`src/rtl/ex_mem_sched_pkg.sv`:
```
// Shared definitions for the EX-stage memory-port scheduler: pipeline stall
// bus layout, lane limits and lane field slicing helpers.
package ex_mem_sched_pkg;

  localparam int STALL_W = 6;
  localparam int STALL_EX = 3;
  localparam int STALL_MEM = 4;
  localparam logic STOP = 1'b1;
  localparam logic NO_STOP = 1'b0;

  localparam int MEM_LANES_MAX = 8;
  localparam int LANE_IDX_W = $clog2(MEM_LANES_MAX);

  typedef enum logic [1:0] {
    SCHED_IDLE,
    SCHED_ISSUE,
    SCHED_SERIAL
  } sched_state_e;

  function automatic int be_width(input int data_w);
    return data_w / 8;
  endfunction

  // Low bit of a lane's field inside a flattened per-lane bus.
  function automatic int lane_lo(input int lane, input int width);
    return lane * width;
  endfunction

endpackage

```
`src/rtl/ex_mem_sched_lane_prio_enc.sv`:
```
// Lowest-lane-first priority encoder over a pending mask, giving both the
// binary lane index and the isolated one-hot bit.
module lane_prio_enc
  import ex_mem_sched_pkg::*;
#(
  parameter int LANES = 2
) (
  input  logic [LANES-1:0]      pend,
  output logic [LANE_IDX_W-1:0] sel,
  output logic [LANES-1:0]      onehot
);

  always_comb begin
    sel = '0;
    for (int i = LANES - 1; i >= 0; i--) begin
      if (pend[i]) sel = LANE_IDX_W'(i);
    end
    onehot = pend & (~pend + LANES'(1));
  end

endmodule

```
`src/rtl/ex_mem_sched.sv`:
```
// Memory-port scheduler for the N-issue EX stage: holds the bundle's memory
// fields and drains pending lanes onto the single data-SRAM port, lowest first.
module ex_mem_sched
  import ex_mem_sched_pkg::*;
#(
  parameter int LANES  = 2,
  parameter int ADDR_W = 32,
  parameter int DATA_W = 32
) (
  input  logic                             clk,
  input  logic                             rst,
  input  logic                             flush,
  input  logic [STALL_W-1:0]               stall,
  output logic                             stallreq_for_mem,
  input  logic [LANES-1:0]                 in_valid,
  input  logic [LANES*be_width(DATA_W)-1:0] in_wen,
  input  logic [LANES*ADDR_W-1:0]          in_addr,
  input  logic [LANES*DATA_W-1:0]          in_wdata,
  output logic                             data_sram_en,
  output logic [be_width(DATA_W)-1:0]      data_sram_wen,
  output logic [ADDR_W-1:0]                data_sram_addr,
  output logic [DATA_W-1:0]                data_sram_wdata,
  output logic [LANES-1:0]                 mem_lane_oh,
  output logic [15:0]                      serial_cycles
);

  localparam int BE_W = be_width(DATA_W);

  logic [LANES-1:0]        pend;
  logic [LANES*BE_W-1:0]   wen_q;
  logic [LANES*ADDR_W-1:0] addr_q;
  logic [LANES*DATA_W-1:0] wdata_q;

  logic [LANE_IDX_W-1:0]   sel;
  logic [LANES-1:0]        sel_oh;
  logic [LANES-1:0]        rest;
  logic                    issue;
  sched_state_e            state;

  logic                    unused_stall;
  assign unused_stall = ^{stall[STALL_W-1:STALL_MEM+1], stall[STALL_EX-1:0]};

  lane_prio_enc #(
    .LANES(LANES)
  ) u_prio (
    .pend   (pend),
    .sel    (sel),
    .onehot (sel_oh)
  );

  // The scheduler state is a pure decode of the pending mask; stallreq is
  // taken from it so no combinational path exists from stall or flush.
  always_comb begin
    state = SCHED_IDLE;
    if ($countones(pend) >= 2) state = SCHED_SERIAL;
    else if (pend != '0) state = SCHED_ISSUE;
    stallreq_for_mem = (state == SCHED_SERIAL);
  end

  always_comb begin
    issue = (pend != '0) && !flush && (stall[STALL_MEM] == NO_STOP);
    rest  = pend & ~(issue ? sel_oh : '0);
    data_sram_en    = issue;
    data_sram_wen   = issue ? wen_q[lane_lo(int'(sel), BE_W) +: BE_W] : '0;
    data_sram_addr  = addr_q[lane_lo(int'(sel), ADDR_W) +: ADDR_W];
    data_sram_wdata = wdata_q[lane_lo(int'(sel), DATA_W) +: DATA_W];
    mem_lane_oh     = issue ? sel_oh : '0;
  end

  // A bundle still draining blocks new loads; only once the last lane goes
  // out (or nothing was pending) may EX hand over the next bundle.
  always_ff @(posedge clk) begin
    if (rst || flush) begin
      pend    <= '0;
      wen_q   <= '0;
      addr_q  <= '0;
      wdata_q <= '0;
    end else if (rest != '0) begin
      pend <= rest;
    end else if (stall[STALL_EX] == NO_STOP) begin
      pend    <= in_valid;
      wen_q   <= in_wen;
      addr_q  <= in_addr;
      wdata_q <= in_wdata;
    end else if (stall[STALL_MEM] == NO_STOP) begin
      pend <= '0;
    end
  end

  // Serialisation counter survives flushes so it measures total lost cycles.
  always_ff @(posedge clk) begin
    if (rst) begin
      serial_cycles <= '0;
    end else if (stallreq_for_mem && serial_cycles != 16'hFFFF) begin
      serial_cycles <= serial_cycles + 16'd1;
    end
  end

endmodule

```
`config.mk`:
```
export PLATFORM = sky130hd
export DESIGN_NAME = ex_mem_sched
export DESIGN_NICKNAME = d
export VERILOG_FILES = /design/src/rtl/ex_mem_sched_pkg.sv /design/src/rtl/ex_mem_sched_lane_prio_enc.sv /design/src/rtl/ex_mem_sched.sv
export SDC_FILE = /design/constraint.sdc
export NUM_CORES = 1
export LEC_CHECK = 0
export ABC_AREA = 1
export BUFFER_PORTS_ARGS = -buffer_cell sky130_fd_sc_hd__buf_2
export CAP_MARGIN = 25
export CORE_ASPECT_RATIO = 1.4
export CORE_MARGIN = 3
export CORE_UTILIZATION = 30
export CTS_CLUSTER_SIZE = 30
export DETAILED_ROUTE_END_ITERATION = 10
export SYNTH_ARGS = -nofsm -noshare
export SYNTH_HDL_FRONTEND = slang
export SYNTH_HIERARCHICAL = 1
export SYNTH_SLANG_ARGS = --single-unit
export TNS_END_PERCENT = 10
```
`constraint.sdc`:
```
create_clock -name clk -period 2.3 [get_ports clk]
set_input_delay 0.345 -clock clk [delete_from_list [all_inputs] [get_ports clk]]
set_output_delay 0.345 -clock clk [all_outputs]
set_load 0.01 [all_outputs]
```
==> results.toml, run 1 <==
[die]
io_pins = 235
start_util = 0.308
die_h_um = 209
die_w_um = 151
die_area_um2 = 31700
fp-row-count = 73
coreArea_um2 = 28800

[synthesis]
mappedNetlistArea_um2 = 8860
seq_area_frac_synth = 0.348
netlist_top_cells_count = "inv_1, nand2_1, nor2_1"
synth-seq-cells = 154
synth_top_area_cell = "dfxtp_1"
ys.flop_type = "dfxtp_1"
ys_warn_count = 6
netlist.area_leader.share = 0.348
synth.most_common_cell = "inv_1"
synth.area.top_cells = "dfxtp_1, inv_1, nand2_1"
postSynthCellCount = 1510
async_reset_ff_frac = 0
synth.distinct_cells = 23
syn_avg_cell_area_um2 = 5.87
synth-edff-count = 0

[sta]
slew_headroom = 0.446
fmax_ghz = 0.451
worstMarginPinSlew_ns = 0.831
fin_crit_sh = 0.964
slew_viol_final = 0
setup_violations = 0
tns_ns = 0
fin_crit_ns = 2.22
fin_skew_ns = 0.0119
layout_setup_ws_ns = 0.0818
grt_setup_unrepaired = "true"
hold_viol = 0

[clock_tree]
clk_path_buf_depth = 2
clock_latency_ns = 0.43
cts_root_buffer = "clkbuf_16"
cts_made_buffers = 17
h-tree-depth = 4
path_clk_slew_ns = 0.06
cts_sinks = 154
cts_tree = "built"
ctsHoldBuffers = 0

[route]
vias_per_cell = 4.41
num_vias = 9089
drc = 0
first_iter_violations = 401
antenna_left = 0
drt-total-wl_um = 27400
wire_per_inst_um = 13.3
first_pass_iters = 4

[critical_path]
worstPathCellList = "inv_1 -> nor2_4 -> buf_12 -> buf_16 -> o21ai_0 -> a21oi_1 -> buf_2"
worstSetupPathType = "flop to output pin"
crit_cells = 7
path_max_fanout = 56
r2r_cells = 9
max_stage_delay_ns = 0.37
r2r_start = "pend[1]"
r2r_end = "addr_q[28]"
critPathRequiredTime_ns = 1.96
cpMaxStageDelayCell = "dfxtp_4"
crit_path_start = "pend[1]"
crit_end = "data_sram_addr[10]"
crit_buf_inv = 4
worstSetupStartpointType = "flop"
arrival_ns = 1.87
endpoint_kind = "output pin"
path_delay_family = "buffers and inverters"
r2r_slack_ns = 0.22

[final_layout]
multi_input_area_um2 = 3760
fillers = 3211
area_growth_pct = 24.4
drive_above_1_share = 0.185
regArea_um2 = 3090
nets = 1823

[global_route]
grt_pass1_wl_um = 43800
grt_most_used_layer = "met2"
use_met1 = 0.209
grt_usage = 0.173
gr-usage-met3 = 0.0343
antenna_found_initial = 2
grt_overflow = 0
grt_use_met2 = 0.306
grt_pass1_vias = 8631
grt_max_degree = 139

[power]
p_leak_nw = 6.11
ir_worst_vdd_uv = 475
power_density_nw_per_um2 = 636

[placed_design]
place_hpwl_um = 17200
routabilityCongestion = 0.805
pre_cts_ws_ns = 0.202
portBuffers = 230

[flow_run]
maxCapViolations = 0

[outcome]
status = "finished clean"

[hold_path]
holdPathStages = 3
hp-class = "input port to flop"
-- worst min-delay path by stage --
stage | from | endpoint | slack (ns)
after floorplan | rst | serial_cycles[0] | 0.41
after global placement | addr_q[21] | addr_q[21] | 0.49
after detailed placement | wdata_q[21] | wdata_q[21] | 0.49
after CTS | in_valid[1] | pend[1] | 0.15
after global routing | in_valid[0] | pend[0] | 0.18
final | in_valid[1] | pend[1] | 0.18
-- worst min-delay path, cell delays in order --
cell     delay [ns]
buf_2          0.09
nand3_1        0.07
a21oi_1        0.06
-- power by group --
group	switching, mW	total (mW)	internal, mW
Sequential	0.0397	2.82	2.78
Clock	1.16	3.18	2.02
Combinational	0.631	1.01	0.380
Total	1.83	7.01	5.19
-- final cells by class --
type	count	share of cell area
Sequential cell	154	0.280
Antenna cell	1	0.000227
Clock inverter	13	0.0204
Timing Repair Buffer	248	0.130
Tap cell	375	0.0425
Multi-Input combinational cell	823	0.341
Inverter	431	0.147
Clock buffer	18	0.0389
-- through the flow --
step / cells / utilization / power [mW] / hold WS (ns) / instance area [µm²]
global route: 2062 / 0.383 / 7.37 / 0.177 / 11000
CTS: 2062 / 0.383 / 7.11 / 0.152 / 11000
detailed placement: 2028 / 0.358 / 3.87 / 0.492 / 10300
global placement: 2028 / 0.358 / 3.86 / 0.492 / 10300
finish: 2063 / 0.383 / 7.01 / 0.181 / 11000
floorplan: 1511 / - / 3.55 / 0.414 / 8870
-- flip-flops by register name, summed over array words and instances, names as in the netlist --
signal and flops:
wen_q 8, addr_q 64, serial_cycles 16, pend 2
wdata_q 64
-- per-layer routing --
layer	vias to the layer above	wire length [µm]
li1	4803	-
met1	4068	12200
met2	193	13500
met3	25	1210
met4	0	483
met5	-	0
-- cell usage in the layout (no fill, tap or decap), types with 2 or more instances in the layout --
cell type,Yosys,layout
o21ai_1,0,2
buf_2,24,230
a21oi_2,0,2
clkinv_2,0,4
dfxtp_1,154,152
o21ai_0,67,65
buf_4,5,7
buf_12,0,9
clkbuf_16,0,17
nor2_4,0,2
nand3_1,11,10
xor2_1,2,2
buf_16,0,2
conb_1,1,2
inv_1,409,407
nand4_1,141,141
inv_2,22,23
nand2_1,336,335
xnor2_1,5,5
a21oi_1,81,79
clkinv_4,0,2
nor2_1,172,171
bufinv_16,0,6
-- cell families (layout without fill, tap and decap cells) --
group | Yosys count | count (layout) | share of synthesized area
XOR/XNOR | 7 | 7 | 0.00692
adder cells (fa/ha/maj) | 1 | 1 | 0.00141
flip-flops | 154 | 154 | 0.348
other | 1 | 3 | 0.000423
AO/OA/AOI/OAI | 151 | 151 | 0.0864
AND/OR/NAND/NOR | 662 | 662 | 0.322
buffers and inverters | 534 | 710 | 0.235
-- what timing repair did --
action                     4_1_cts  5_1_grt
gates resized for setup          7        5
pin swaps                        1        0
hold endpoints to repair         0        0
setup buffers                    2        0
cloned                           1        0
setup endpoints to repair        7       13
No activity file was read; power rests on OpenSTA's default activity.
==> run 2, diff against run 1 <==
--- a/config.mk
+++ b/config.mk
@@ -13,6 +13,7 @@
 export CORE_UTILIZATION = 30
 export CTS_CLUSTER_SIZE = 30
 export DETAILED_ROUTE_END_ITERATION = 10
+export SETUP_SLACK_MARGIN = 0.5
 export SYNTH_ARGS = -nofsm -noshare
 export SYNTH_HDL_FRONTEND = slang
 export SYNTH_HIERARCHICAL = 1
==> constraint.sdc (replaced) <==
create_clock -name clk -period 2.6 [get_ports clk]
set_input_delay 0.39 -clock clk [delete_from_list [all_inputs] [get_ports clk]]
set_output_delay 0.39 -clock clk [all_outputs]
set_load 0.01 [all_outputs]
==> run 2 against run 1 <==
Global-route usage up 0.41 points. Utilization up 0.59 points. Clock-buffer cell count up 4. Total power down 17%. Non-clock buffer count up 6. Register-to-register slack better by 0.43 ns. Sequential share of layout area down 0.40 points. Sequential cell count unchanged. Largest power group is now registers.
==> results.toml, run 2 (same netlist as run 1, synthesis figures left out) <==
[route]
num_vias = 9195
first_pass_iters = 4
drc = 0
drt-total-wl_um = 28400
vias_per_cell = 4.44
antenna_left = 0
first_iter_violations = 447
wire_per_inst_um = 13.7

[global_route]
antenna_found_initial = 2
grt_pass1_wl_um = 45000
grt_usage = 0.177
grt_pass1_vias = 8689
grt_overflow = 0
grt_max_degree = 75

[clock_tree]
clock_latency_ns = 0.42
clk_path_buf_depth = 2
cts_tree = "built"
cts_made_buffers = 17
cts_sinks = 154
cts_root_buffer = "clkbuf_16"
ctsHoldBuffers = 0
path_clk_slew_ns = 0.06
h-tree-depth = 4

[sta]
fmax_ghz = 0.464
hold_viol = 0
hold_ws_ns = 0.234
tns_ns = 0
grt_setup_unrepaired = "true"
setup_violations = 0
fin_crit_ns = 2.16
worstMarginPinSlew_ns = 0.497
slew_viol_final = 0
fin_skew_ns = 0.00688
fin_crit_sh = 0.829
slew_headroom = 0.668

[critical_path]
endpoint_kind = "output pin"
path_delay_family = "buffers and inverters"
path_max_fanout = 17
max_stage_delay_ns = 0.37
worstSetupPathType = "flop to output pin"
worstSetupStartpointType = "flop"
crit_path_start = "pend[0]"
r2r_slack_ns = 0.65
r2r_end = "wdata_q[55]"
crit_cells = 6
r2r_cells = 10
arrival_ns = 1.77
crit_buf_inv = 3
crit_end = "data_sram_wdata[20]"
critPathRequiredTime_ns = 2.21
r2r_start = "pend[0]"
worstPathCellList = "nor2_4 -> buf_12 -> buf_16 -> o21ai_0 -> a21oi_1 -> buf_2"
cpMaxStageDelayCell = "dfxtp_4"

[hold_path]
holdPathStages = 3
hp-class = "input port to flop"

[flow_run]
maxCapViolations = 0

[placed_design]
routabilityCongestion = 0.807
placed_area_um2 = 10300
place_hpwl_um = 17400
portBuffers = 230

[power]
ir_worst_vdd_uv = 383
finalPower_mw = 5.82
p_int_mw = 4.22
p_clk_frac = 0.410
p_leak_nw = 6.15
switching_share = 0.275
pwr-share-seq = 0.429
comb_power_share = 0.161
power_density_nw_per_um2 = 519
p_switching_mw = 1.60

[die]
coreArea_um2 = 28800
io_pins = 235
die_w_um = 151
start_util = 0.308
die_h_um = 209
fp-row-count = 73
die_area_um2 = 31700

[final_layout]
final_common_cell = "inv_1"
drive_above_1_share = 0.193
fin_util = 0.389
stdcell_area_um2 = 11200
fillers = 3103
nets = 1829
area_growth_pct = 26.3
layout_common_cells = "inv_1, nand2_1, buf_2"
multi_input_area_um2 = 3820
reg_top3 = "addr_q x64, wdata_q x64, serial_cycles x16"
regArea_um2 = 3090

[outcome]
status = "finished clean"
[run 2: per-stage QoR]
step           std cells  setup WS (ns)
3_3_place_gp        2027          0.704
5_1_grt             2067          0.361
4_1_cts             2064          0.381
6_report            2070          0.445
3_5_place_dp        2027          0.714
2_1_floorplan       1511          0.654
[run 2: area by class of cell]
class	count	area share
Multi-Input combinational cell	823	0.341
Sequential cell	154	0.276
Timing Repair Buffer	254	0.146
Inverter	431	0.145
Clock buffer	22	0.0432
Tap cell	375	0.0419
Clock inverter	8	0.00626
Antenna cell	3	0.000670
[run 2: worst min-delay path, stage by stage]
cell and delay, ns:
buf_2 0.10, nand3_1 0.07, a21oi_1 0.06
[run 2: layer usage]
metal | part of all wire | GRT usage | routed length, µm | vias to the layer above
met4 | 0.014 | 0.0463 | 409 | 0
li1 | - | - | - | 4826
met2 | 0.50 | 0.313 | 14100 | 221
met3 | 0.047 | 0.0305 | 1330 | 21
met5 | 0 | 0 | 0 | -
met1 | 0.44 | 0.219 | 12600 | 4127
[run 2: worst min path at each step]
stage                start  slack (ns)                to
2_1_floorplan          rst        0.46  serial_cycles[0]
3_3_place_gp     addr_q[7]        0.49         addr_q[7]
3_5_place_dp     addr_q[5]        0.49         addr_q[5]
4_1_cts        in_valid[0]        0.20           pend[0]
5_1_grt        in_valid[0]        0.22           pend[0]
6_report       in_valid[0]        0.23           pend[0]
[run 2: power by group through the flow]
stage	Sequential, mW	Clock, mW	Combinational, mW
floorplan	2.54	0	0.600
global placement	2.55	0	0.873
detailed placement	2.55	0	0.878
CTS	2.50	2.47	0.916
global route	2.51	2.58	1.07
finish	2.50	2.39	0.934
[run 2: timing repair]
item,4_1_cts,5_1_grt
setup endpoints to repair,68,73
pin swaps,1,3
resized for setup,12,31
gates cloned,4,2
buffers inserted,3,1
==> run 3, diff against run 2 <==
==> constraint.sdc (replaced) <==
create_clock -name clk -period 2.2 [get_ports clk]
set_input_delay 0.33 -clock clk [delete_from_list [all_inputs] [get_ports clk]]
set_output_delay 0.33 -clock clk [all_outputs]
set_load 0.01 [all_outputs]
==> run 3 against run 2 <==
Highest routed layer is now met5. Critical path depth increased by 1. Register-to-register slack got worse by 0.40 ns. Critical path type unchanged. Combinational power increased by 24%. Largest power group is now clock. Critical endpoint is now data_sram_addr[24]. Clock power increased by 25%. Via count increased by 2.0%.
==> results.toml, run 3 (same netlist as run 1, synthesis figures left out) <==
[outcome]
status = "finished clean"

[placed_design]
dp.cells = 2031
routabilityCongestion = 0.819
pre_cts_ws_ns = 0.206
portBuffers = 230
place_hpwl_um = 18400

[sta]
grt_setup_unrepaired = "true"
fmax_ghz = 0.471
fin_crit_sh = 0.966
layout_setup_ws_ns = 0.0751
worstMarginPinSlew_ns = 0.646
fin_crit_ns = 2.12
setup_violations = 0
slew_headroom = 0.569
slew_viol_final = 0
tns_ns = 0
hold_viol = 0
fin_skew_ns = 0.00988

[route]
antenna_left = 0
vias_per_cell = 4.49
wire_per_inst_um = 14.2
first_pass_iters = 5
first_iter_violations = 448
num_vias = 9380
drt-total-wl_um = 29600
drc = 0

[clock_tree]
ctsHoldBuffers = 0
clock_latency_ns = 0.44
cts_tree = "built"
cts_root_buffer = "clkbuf_16"
path_clk_slew_ns = 0.06
cts_sinks = 154
cts_made_buffers = 17
h-tree-depth = 4
clk_path_buf_depth = 2

[critical_path]
worstPathCellList = "nor2_4 -> buf_12 -> buf_12 -> clkbuf_16 -> o21ai_0 -> a21oi_1 -> buf_2"
endpoint_kind = "output pin"
cpMaxStageDelayCell = "dfxtp_4"
worstSetupPathType = "flop to output pin"
crit_top_cell = "buf_12"
arrival_ns = 1.79
worstSetupStartpointType = "flop"
critPathRequiredTime_ns = 1.87
path_max_fanout = 5
max_stage_delay_ns = 0.36

[final_layout]
drive_above_1_share = 0.215
reg_top3 = "addr_q x64, wdata_q x64, serial_cycles x16"
layout_common_cells = "inv_1, nand2_1, buf_2"
final_cell_count_no_fill = 2091
fillers = 3063
area_growth_pct = 31.1
nets = 1850
final_common_cell = "inv_1"

[die]
io_pins = 235
die_w_um = 151
fp-row-count = 73
coreArea_um2 = 28800
die_h_um = 209
die_area_um2 = 31700
start_util = 0.308

[hold_path]
hp-class = "input port to flop"

[global_route]
grt_usage = 0.181
antenna_found_initial = 3
grt_max_degree = 91
grt_overflow = 0
grt_pass1_wl_um = 45500
grt_pass1_vias = 8609

[flow_run]
maxCapViolations = 0

[power]
p_leak_nw = 6.29
finalPower_mw = 7.11
ir_worst_vdd_uv = 532
power_density_nw_per_um2 = 612
==> run 3: final timing paths <==
kind / startpoint / endpoint / slack [ns] / cells after the start
worst min register to register: addr_q[16] / addr_q[16] / 0.51 / 4
worst max register to register: pend[1] / wdata_q[48] / 0.25 / 10
worst max-delay path: pend[0] / data_sram_addr[24] / 0.08 / 7
worst min-delay path: in_valid[1] / pend[1] / 0.16 / 3
==> run 3: cell type report <==
type	count	area, µm²	area share
antenna	1	2.50	0.000215
clock buffer	22	474	0.0408
clock inverter	10	116	0.0100
inverter	431	1620	0.139
multi-input combinational	823	3930	0.338
sequential	154	3090	0.266
tap	375	469	0.0404
timing repair buffer	275	1920	0.165
==> run 3: what timing repair did <==
action	in CTS	in global routing
gates cloned	6	4
buffers inserted	9	8
resized for setup	34	62
setup endpoints to repair	223	225
endpoints found under the hold margin	0	0
pin swaps	1	3
==> run 3: power breakdown <==
part / internal (mW) / total (mW) / switching, mW
sequential: 2.91 / 2.95 / 0.0466
clock: 1.76 / 2.99 / 1.23
combinational: 0.453 / 1.16 / 0.708
==> run 3: routing by layer <==
layer,global-route usage,wire (µm)
met1,0.229,12900
met2,0.305,14700
met3,0.0317,1320
met4,0.0676,705
met5,0,13
==> run 3: worst max-delay path, delay by kind of cell (launching register included) <==
family	cells	cell delay (ns)
simple gates	1	0.17
compound gates	2	0.24
buf+inv	4	0.58
flops	1	0.36
==> run 3: stage by stage <==
step | cell area, µm² | utilization | hold slack [ns]
after global placement | 10300 | 0.359 | 0.491
after CTS | 11300 | 0.392 | 0.137
final | 11600 | 0.404 | 0.162
after detailed placement | 10300 | 0.359 | 0.492
after floorplan | 8880 | - | 0.399
after global routing | 11600 | 0.404 | 0.169
